`config.mk`:
```
export PLATFORM = sky130hd
export DESIGN_NAME = voice_allocator_flat
export DESIGN_NICKNAME = d
export VERILOG_FILES = /design/src/rtl/voice_allocator_pkg.sv /design/src/rtl/voice_allocator_if.sv /design/src/rtl/voice_allocator_voice_slot.sv /design/src/rtl/voice_allocator.sv /design/src/flat_wrapper.sv
export SDC_FILE = /design/constraint.sdc
export NUM_CORES = 1
export LEC_CHECK = 0
export ABC_AREA = 0
export CORE_ASPECT_RATIO = 2
export CORE_MARGIN = 2
export CORE_UTILIZATION = 50
export DETAILED_ROUTE_END_ITERATION = 16
export GPL_ROUTABILITY_DRIVEN = 0
export PLACE_DENSITY = 0.91
export SLEW_MARGIN = 25
export SYNTH_ARGS = -nofsm -noshare
export SYNTH_HDL_FRONTEND = slang
export SYNTH_SLANG_ARGS = --single-unit
```
`constraint.sdc`:
```
create_clock -name clk -period 4.6 [get_ports clk]
set_input_delay 1.15 -clock clk [delete_from_list [all_inputs] [get_ports clk]]
set_output_delay 1.15 -clock clk [all_outputs]
set_load 0.01 [all_outputs]
```
`src/rtl/voice_allocator_pkg.sv`:
```
// Shared types for the voice allocator: FSM states, song-word field offsets and
// the free-voice priority encoder.
package voice_pkg;

    typedef enum logic [2:0] {
        ST_ASSIGN  = 3'd0,
        ST_LOAD    = 3'd1,
        ST_ADVANCE = 3'd2,
        ST_PAUSE   = 3'd3,
        ST_LISTEN  = 3'd4
    } state_t;

    localparam int MAX_VOICES = 8;
    localparam int STEREO_BIT = 2;
    localparam int DUR_LSB    = 3;

    typedef struct packed {
        logic       valid;
        logic [2:0] idx;
    } free_t;

    function automatic int note_lsb(input int dur_w);
        return DUR_LSB + dur_w;
    endfunction

    // Lowest-indexed clear bit; callers pad unused voices with ones.
    function automatic free_t first_free(input logic [MAX_VOICES-1:0] busy);
        free_t r;
        r = '0;
        for (int i = MAX_VOICES - 1; i >= 0; i--) begin
            if (!busy[i]) begin
                r.valid = 1'b1;
                r.idx   = 3'(i);
            end
        end
        return r;
    endfunction

endpackage

```
`src/rtl/voice_allocator_if.sv`:
```
// Song-reader / note-player side bus of the voice allocator.
// Strobes (load_new_note, beat, voice_done, voice_load, note_done) are single-cycle qualifiers; there is no backpressure.
interface voice_allocator_if #(
    parameter int NUM_VOICES = 3,
    parameter int NOTE_W     = 6,
    parameter int DUR_W      = 6,
    parameter int WORD_W     = NOTE_W + DUR_W + 4
);
    logic                         beat;
    logic                         play_enable;
    logic                         load_new_note;
    logic [WORD_W-1:0]            word_in;
    logic [NUM_VOICES-1:0]        voice_done;
    logic [NUM_VOICES-1:0]        voice_load;
    logic [NUM_VOICES*NOTE_W-1:0] voice_note;
    logic [NUM_VOICES*DUR_W-1:0]  voice_dur;
    logic [NUM_VOICES-1:0]        voice_stereo;
    logic                         note_done;
    logic                         advance_time;
    logic                         overflow;

    modport master (
        output beat, play_enable, load_new_note, word_in, voice_done,
        input  voice_load, voice_note, voice_dur, voice_stereo, note_done, advance_time, overflow
    );

    modport slave (
        input  beat, play_enable, load_new_note, word_in, voice_done,
        output voice_load, voice_note, voice_dur, voice_stereo, note_done, advance_time, overflow
    );
endinterface

```
`src/rtl/voice_allocator_voice_slot.sv`:
```
// Per-voice staging registers plus busy/dirty/done-pending bookkeeping.
module voice_slot
    import voice_pkg::*;
#(
    parameter int NOTE_W = 6,
    parameter int DUR_W  = 6
) (
    input  logic              clk,
    input  logic              reset,
    input  logic              i_stage,
    input  logic              i_rest,
    input  logic              i_load,
    input  logic              i_listen,
    input  logic              i_done,
    input  logic [NOTE_W-1:0] i_note,
    input  logic [DUR_W-1:0]  i_dur,
    input  logic              i_stereo,
    output logic              o_busy,
    output logic              o_dirty,
    output logic [NOTE_W-1:0] o_note,
    output logic [DUR_W-1:0]  o_dur,
    output logic              o_stereo
);
    logic r_pend;

    always_ff @(posedge clk) begin
        if (reset) begin
            o_note   <= '0;
            o_dur    <= '0;
            o_stereo <= 1'b0;
            o_busy   <= 1'b0;
            o_dirty  <= 1'b0;
            r_pend   <= 1'b0;
        end else begin
            if (i_stage) begin
                o_note   <= i_note;
                o_dur    <= i_dur;
                o_stereo <= i_stereo;
                o_busy   <= 1'b1;
                o_dirty  <= 1'b1;
            end else if (i_rest) begin
                o_note   <= '0;
                o_dur    <= i_dur;
                o_stereo <= 1'b0;
                o_dirty  <= 1'b1;
            end else if (i_load) begin
                o_dirty  <= 1'b0;
            end
            // A done landing in the listen cycle is kept for the next step.
            if (i_listen) begin
                o_busy <= o_busy & ~r_pend;
                r_pend <= i_done;
            end else begin
                r_pend <= r_pend | i_done;
            end
        end
    end
endmodule

```
`src/rtl/voice_allocator.sv`:
```
// Assigns song notes to the lowest free voice and sequences load/advance/listen steps.
// Optional macro VOICE_STEAL_EN: a note arriving with every voice busy overwrites a round-robin voice.
module voice_allocator
    import voice_pkg::*;
#(
    parameter int NUM_VOICES = 3,
    parameter int NOTE_W     = 6,
    parameter int DUR_W      = 6,
    parameter int WORD_W     = NOTE_W + DUR_W + 4
) (
    input  logic                  clk,
    input  logic                  reset,
    voice_allocator_if.slave      bus,
    output state_t                o_dbg_state,
    output logic [NUM_VOICES-1:0] o_dbg_busy
);
    localparam int NOTE_LSB = note_lsb(DUR_W);

    state_t                r_state, w_next;
    logic [DUR_W-1:0]      r_count, w_count_next;
    logic                  r_note_done, w_note_done;
    logic                  r_overflow, w_overflow_set;
    logic                  w_adv, w_load, w_listen;
    logic [NUM_VOICES-1:0] w_stage, w_rest, w_busy, w_dirty;
    logic [MAX_VOICES-1:0] w_busy_pad;
    free_t                 w_free;

    logic                  w_flag;
    logic [NOTE_W-1:0]     w_note;
    logic [DUR_W-1:0]      w_dur;
    logic                  w_stereo;

    logic [NOTE_W-1:0]     w_slot_note [NUM_VOICES];
    logic [DUR_W-1:0]      w_slot_dur  [NUM_VOICES];
    logic [NUM_VOICES-1:0] w_slot_st;

`ifdef VOICE_STEAL_EN
    logic [2:0] r_steal_ptr;
    logic       w_steal_adv;
`endif

    assign w_flag   = bus.word_in[WORD_W-1];
    assign w_note   = bus.word_in[NOTE_LSB +: NOTE_W];
    assign w_dur    = bus.word_in[DUR_LSB +: DUR_W];
    assign w_stereo = bus.word_in[STEREO_BIT];

    always_comb begin
        w_busy_pad                 = '1;
        w_busy_pad[NUM_VOICES-1:0] = w_busy;
        w_free                     = first_free(w_busy_pad);
    end

    always_comb begin
        w_next         = r_state;
        w_count_next   = r_count;
        w_note_done    = 1'b0;
        w_adv          = 1'b0;
        w_overflow_set = 1'b0;
        w_stage        = '0;
        w_rest         = '0;
`ifdef VOICE_STEAL_EN
        w_steal_adv    = 1'b0;
`endif
        case (r_state)
            ST_ASSIGN: begin
                if (bus.load_new_note) begin
                    if (w_flag) begin
                        // A zero duration still lasts one beat.
                        w_count_next = (w_dur == '0) ? '0 : w_dur - DUR_W'(1);
                        w_rest       = ~w_busy;
                        w_next       = ST_LOAD;
                    end else begin
                        w_note_done = 1'b1;
                        if (w_free.valid) begin
                            for (int i = 0; i < NUM_VOICES; i++)
                                if (w_free.idx == 3'(i)) w_stage[i] = 1'b1;
                        end else begin
                            w_overflow_set = 1'b1;
`ifdef VOICE_STEAL_EN
                            for (int i = 0; i < NUM_VOICES; i++)
                                if (r_steal_ptr == 3'(i)) w_stage[i] = 1'b1;
                            w_steal_adv = 1'b1;
`endif
                        end
                    end
                end
            end
            ST_LOAD: w_next = ST_ADVANCE;
            ST_ADVANCE: begin
                w_adv = 1'b1;
                if (bus.beat && r_count == '0) begin
                    w_note_done = 1'b1;
                    w_next      = ST_LISTEN;
                end else if (!bus.play_enable) begin
                    w_adv  = 1'b0;
                    w_next = ST_PAUSE;
                end else if (bus.beat) begin
                    w_count_next = r_count - DUR_W'(1);
                end
            end
            ST_PAUSE:  if (bus.play_enable) w_next = ST_ADVANCE;
            ST_LISTEN: w_next = ST_ASSIGN;
            default:   w_next = ST_ASSIGN;
        endcase
    end

    always_ff @(posedge clk) begin
        if (reset) begin
            r_state     <= ST_ASSIGN;
            r_count     <= '0;
            r_note_done <= 1'b0;
            r_overflow  <= 1'b0;
        end else begin
            r_state     <= w_next;
            r_count     <= w_count_next;
            r_note_done <= w_note_done;
            r_overflow  <= r_overflow | w_overflow_set;
        end
    end

`ifdef VOICE_STEAL_EN
    always_ff @(posedge clk) begin
        if (reset) begin
            r_steal_ptr <= '0;
        end else if (w_steal_adv) begin
            r_steal_ptr <= (r_steal_ptr == 3'(NUM_VOICES - 1)) ? 3'd0 : r_steal_ptr + 3'd1;
        end
    end
`endif

    assign w_load   = (r_state == ST_LOAD);
    assign w_listen = (r_state == ST_LISTEN);

    for (genvar gi = 0; gi < NUM_VOICES; gi++) begin : g_slot
        voice_slot #(.NOTE_W(NOTE_W), .DUR_W(DUR_W)) u_slot (
            .clk      (clk),
            .reset    (reset),
            .i_stage  (w_stage[gi]),
            .i_rest   (w_rest[gi]),
            .i_load   (w_load),
            .i_listen (w_listen),
            .i_done   (bus.voice_done[gi]),
            .i_note   (w_note),
            .i_dur    (w_dur),
            .i_stereo (w_stereo),
            .o_busy   (w_busy[gi]),
            .o_dirty  (w_dirty[gi]),
            .o_note   (w_slot_note[gi]),
            .o_dur    (w_slot_dur[gi]),
            .o_stereo (w_slot_st[gi])
        );
    end

    always_comb begin
        bus.voice_note = '0;
        bus.voice_dur  = '0;
        for (int i = 0; i < NUM_VOICES; i++) begin
            bus.voice_note[i*NOTE_W +: NOTE_W] = w_slot_note[i];
            bus.voice_dur[i*DUR_W +: DUR_W]    = w_slot_dur[i];
        end
    end

    assign bus.voice_stereo = w_slot_st;
    assign bus.voice_load   = w_load ? w_dirty : '0;
    assign bus.note_done    = r_note_done;
    assign bus.advance_time = w_adv;
    assign bus.overflow     = r_overflow;
    assign o_dbg_state      = r_state;
    assign o_dbg_busy       = w_busy;
endmodule

```
`src/flat_wrapper.sv`:
```
// flat-port wrapper written by rule: the top's interface ports become plain ports
module voice_allocator_flat import voice_pkg::*;
#(
    parameter int NUM_VOICES = 3,
    parameter int NOTE_W     = 6,
    parameter int DUR_W      = 6,
    parameter int WORD_W     = NOTE_W + DUR_W + 4
)
  (clk, reset, o_dbg_state, o_dbg_busy, bus_beat, bus_play_enable, bus_load_new_note, bus_word_in, bus_voice_done, bus_voice_load, bus_voice_note, bus_voice_dur, bus_voice_stereo, bus_note_done, bus_advance_time, bus_overflow);
  voice_allocator_if #(.NUM_VOICES(NUM_VOICES), .NOTE_W(NOTE_W), .DUR_W(DUR_W), .WORD_W(WORD_W)) bus_i ();
  input  logic clk;
  input  logic reset;
  output state_t o_dbg_state;
  output logic [NUM_VOICES-1:0] o_dbg_busy;
  input wire logic [$bits(bus_i.beat)-1:0] bus_beat;
  input wire logic [$bits(bus_i.play_enable)-1:0] bus_play_enable;
  input wire logic [$bits(bus_i.load_new_note)-1:0] bus_load_new_note;
  input wire logic [$bits(bus_i.word_in)-1:0] bus_word_in;
  input wire logic [$bits(bus_i.voice_done)-1:0] bus_voice_done;
  output wire logic [$bits(bus_i.voice_load)-1:0] bus_voice_load;
  output wire logic [$bits(bus_i.voice_note)-1:0] bus_voice_note;
  output wire logic [$bits(bus_i.voice_dur)-1:0] bus_voice_dur;
  output wire logic [$bits(bus_i.voice_stereo)-1:0] bus_voice_stereo;
  output wire logic [$bits(bus_i.note_done)-1:0] bus_note_done;
  output wire logic [$bits(bus_i.advance_time)-1:0] bus_advance_time;
  output wire logic [$bits(bus_i.overflow)-1:0] bus_overflow;
  assign bus_i.beat = bus_beat;
  assign bus_i.play_enable = bus_play_enable;
  assign bus_i.load_new_note = bus_load_new_note;
  assign bus_i.word_in = bus_word_in;
  assign bus_i.voice_done = bus_voice_done;
  assign bus_voice_load = bus_i.voice_load;
  assign bus_voice_note = bus_i.voice_note;
  assign bus_voice_dur = bus_i.voice_dur;
  assign bus_voice_stereo = bus_i.voice_stereo;
  assign bus_note_done = bus_i.note_done;
  assign bus_advance_time = bus_i.advance_time;
  assign bus_overflow = bus_i.overflow;
  voice_allocator #(.NUM_VOICES(NUM_VOICES), .NOTE_W(NOTE_W), .DUR_W(DUR_W), .WORD_W(WORD_W)) u_core (.clk(clk), .reset(reset), .bus(bus_i), .o_dbg_state(o_dbg_state), .o_dbg_busy(o_dbg_busy));
endmodule
```
==> flow_metrics.py <==
metrics = {
    "setup_path": {
        "slowest_delay_ns": 0.55,
        "reg2regPathDepth": 6,
        "slowest_stage": "clkdlybuf4s50_1",
        "startpoint": "bus_beat",
        "crit_type": "in2out",
        "reg2reg_slack_ns": 2.34,
        "worstPathMaxFanout": 5,
        "crit_path_end_kind": "primary output",
        "worstPathCellList": "clkdlybuf4s50_1, nand3b_1, a21oi_1, clkdlybuf4s50_1",
        "reg2reg_from": "u_core.r_count[0]",
        "crit_top_cell": "clkdlybuf4s50_1",
        "r2r_end": "u_core.r_count[0]",
        "startpoint_type": "input port",
        "crit_arrival_ns": 2.58,
        "required_ns": 3.45,
    },
    "synth": {
        "yosysWarnings": 0,
        "ys_ff_latch": 59,
        "synth_fp_nets": 313,
        "syn_area_sq_um": 2539,
        "synth_commonest_cells": "dfxtp_1, nor2_1, a22oi_1, nand2_1, a21oi_1",
        "synth-seq-area-share": 0.4653,
        "synth_edf_count": 0,
        "syn_avg_cell_area_sq_um": 8.877,
        "synth_area_leaders": "dfxtp_1, nor2_1, a22oi_1",
        "synth.most_common_cell": "dfxtp_1",
        "synth_cells": 286,
        "synthFlopType": "dfxtp_1",
        "synth_area_leader_cell": "dfxtp_1",
        "synthDistinctLibCells": 47,
        "synthArstFlopShare": 0,
        "yosysTopAreaCellShare": 0.4653,
    },
    "power": {
        "ir_worst_vdd_mv": 0.2874,
        "p_total_w": 0.001216,
        "p_leak_nw": 1.307,
        "p_per_area_nw_per_um2": 361.1,
    },
    "finish": {
        "syn_to_final_growth_pct": 32.63,
        "drive_gt1_frac": 0.06590,
        "antenna_cells": 0,
        "finalInstanceArea_sq_um": 3367,
        "nets": 372,
        "fillers": 390,
    },
    "route": {
        "drtIter0Drc": 55,
        "drtAntennaViolNets": 0,
        "drt_pre_antenna_iters": 4,
        "via_count": 2311,
        "finalWirelength_mm": 6.656,
        "wl_per_cell_microns": 16.39,
        "drc": 0,
        "via_per_inst": 5.692,
    },
    "clock_tree": {
        "cts_root_buffer": "clkbuf_8",
        "ctsHoldBuffers": 0,
        "cts.path.max_buffers": 2,
        "post_cts_buffers": 0,
        "cts_sinks": 59,
        "numCtsBuffers": 9,
        "cts_resized": 0,
        "clk_pin_slew_ns": 0.06,
        "cts_tree": "built",
        "clock_latency_ns": 0.35,
        "cts-htree-levels": 3,
    },
    "sta": {
        "setup-violations-final": 0,
        "fmax_mhz": 268.1,
        "period_minus_slack_ns": 3.730,
        "rsz0062_at_grt": "no",
        "worstMarginPinSlew_ns": 1.015,
        "finalClockSkew_ns": 0.004470,
        "slew_violations": 0,
        "setup_tns_ns": 0,
        "fin_ws_ns": 0.8701,
        "finalHoldViolCount": 0,
        "final.period_utilization": 0.8109,
        "max_slew_margin": 0.3230,
    },
    "place": {
        "dp_slack_ns": 0.8839,
        "placed_area_sq_um": 3173,
        "io_buffers": 72,
        "hpwl_mm": 4.621,
    },
    "die": {
        "die_height_microns": 104.8,
        "dieArea_sq_um": 5698,
        "start_util": 0.5219,
        "die_w_microns": 54.39,
        "num_rows": 36,
        "design.core.area_sq_um": 4865,
        "io_pins": 75,
    },
    "global_routing": {
        "grt_antenna_before_repair": 0,
        "grt_usage": 0.2537,
        "grt_pass1_wl_mm": 10.20,
        "grt_max_degree": 58,
        "grt_pass1_vias": 2208,
        "gr-total-overflow": 0,
    },
    "worst_hold_path": {
        "hold_depth": 2,
        "hold_path.class": "reg2reg",
        "hp-start": "u_core.g_slot[0].u_slot.o_dur[1]",
        "holdPathEnd": "u_core.g_slot[0].u_slot.o_dur[1]",
    },
    "job": {
        "max_cap_viol_count": 0,
    },
    "status": {
        "outcome": "finished, final reports clean",
    },
}
## worst max-delay path: cells and delay by family
kind            cells  cell delay (ns)
buf+inv             2             1.05
simple gates        1             0.19
compound gates      1             0.20
## layout make-up
class / count / area [sq um] / share of cell area
sequential: 59 / 1181 / 0.3508
multi-input combinational: 195 / 1175 / 0.3489
timing repair buffer: 72 / 715.7 / 0.2126
clock buffer: 13 / 158.9 / 0.04719
tap: 57 / 71.32 / 0.02118
clock inverter: 2 / 35.03 / 0.01041
inverter: 8 / 30.03 / 0.008919
## power by group
part / switching [W] / leakage, nW / total (W) / internal, W
Clock: 0.000194 / 0.0995 / 0.000470 / 0.000276
Combinational: 0.0000979 / 0.726 / 0.000188 / 0.0000897
Sequential: 0.0000212 / 0.481 / 0.000558 / 0.000537
Total: 0.000313 / 1.31 / 0.00122 / 0.000903
## cell usage in the layout (no fill, tap or decap), types with 2 or more instances in the layout
| cell type | instances |
|---|---|
| clkdlybuf4s50_1 | 71 |
| dfxtp_1 | 59 |
| nor2_1 | 55 |
| nand2_1 | 23 |
| a22oi_1 | 23 |
| a21oi_1 | 21 |
| mux2i_1 | 12 |
| clkbuf_8 | 11 |
| inv_1 | 8 |
| nor3_1 | 6 |
| nor3b_1 | 3 |
| and2_1 | 3 |
| o21ai_0 | 3 |
| nor2b_1 | 3 |
| a221oi_1 | 3 |
| ha_1 | 3 |
| nand3b_1 | 2 |
| or3_1 | 2 |
| nor3_2 | 2 |
| a211oi_1 | 2 |
| or2_2 | 2 |
| o22ai_1 | 2 |
| xor2_1 | 2 |
| o31ai_1 | 2 |
| a31oi_1 | 2 |
| clkbuf_1 | 2 |
## per-stage QoR
step	cells	utilization	hold slack [ns]
after floorplan	286	-	0.4317
after global placement	391	0.6523	0.4420
after detailed placement	391	0.6523	0.4461
after CTS	406	0.6921	0.4545
after global routing	406	0.6921	0.4744
final	406	0.6921	0.4538
## worst max-delay path by stage
stage | to | slack [ns] | cells past startpoint
finish | bus_advance_time | 0.87 | 4
global placement | bus_advance_time | 0.89 | 4
detailed placement | bus_advance_time | 0.88 | 4
floorplan | u_core.g_slot[2].u_slot.o_note[0] | 1.90 | 7
CTS | bus_advance_time | 0.87 | 4
global route | bus_advance_time | 0.79 | 4
## cell families (layout without fill, tap and decap cells)
logic type	count (synthesis)	count (layout)	share of synthesized area
buffers and inverters	32	95	0.07195
flip-flops	59	59	0.4653
adder cells (fa/ha/maj)	3	3	0.01479
multiplexers	12	12	0.04732
AND/OR/NAND/NOR	109	109	0.2090
XOR/XNOR	3	3	0.01035
AO/OA/AOI/OAI	68	68	0.1814
## sequential cells by signal (all words and copies together), names as in the netlist
name and flops:
u_core.bus.note_done 1, u_core.bus.overflow 1, u_core.g_slot.u_slot.o_busy 3, u_core.g_slot.u_slot.o_dirty 3, u_core.g_slot.u_slot.o_dur 18, u_core.g_slot.u_slot.o_note 18
u_core.g_slot.u_slot.o_stereo 3, u_core.g_slot.u_slot.r_pend 3, u_core.o_dbg_state 3, u_core.r_count 6
## per-layer routing
| metal | up-vias | GRT usage | wire, microns |
|---|---|---|---|
| met5 | - | 0 | 0 |
| met4 | 0 | 0.1661 | 296 |
| met3 | 24 | 0.1000 | 402 |
| met2 | 89 | 0.4122 | 3579 |
| met1 | 1082 | 0.2493 | 2378 |
| li1 | 1116 | - | - |
Note: power is estimated with default switching activity, not from simulation.
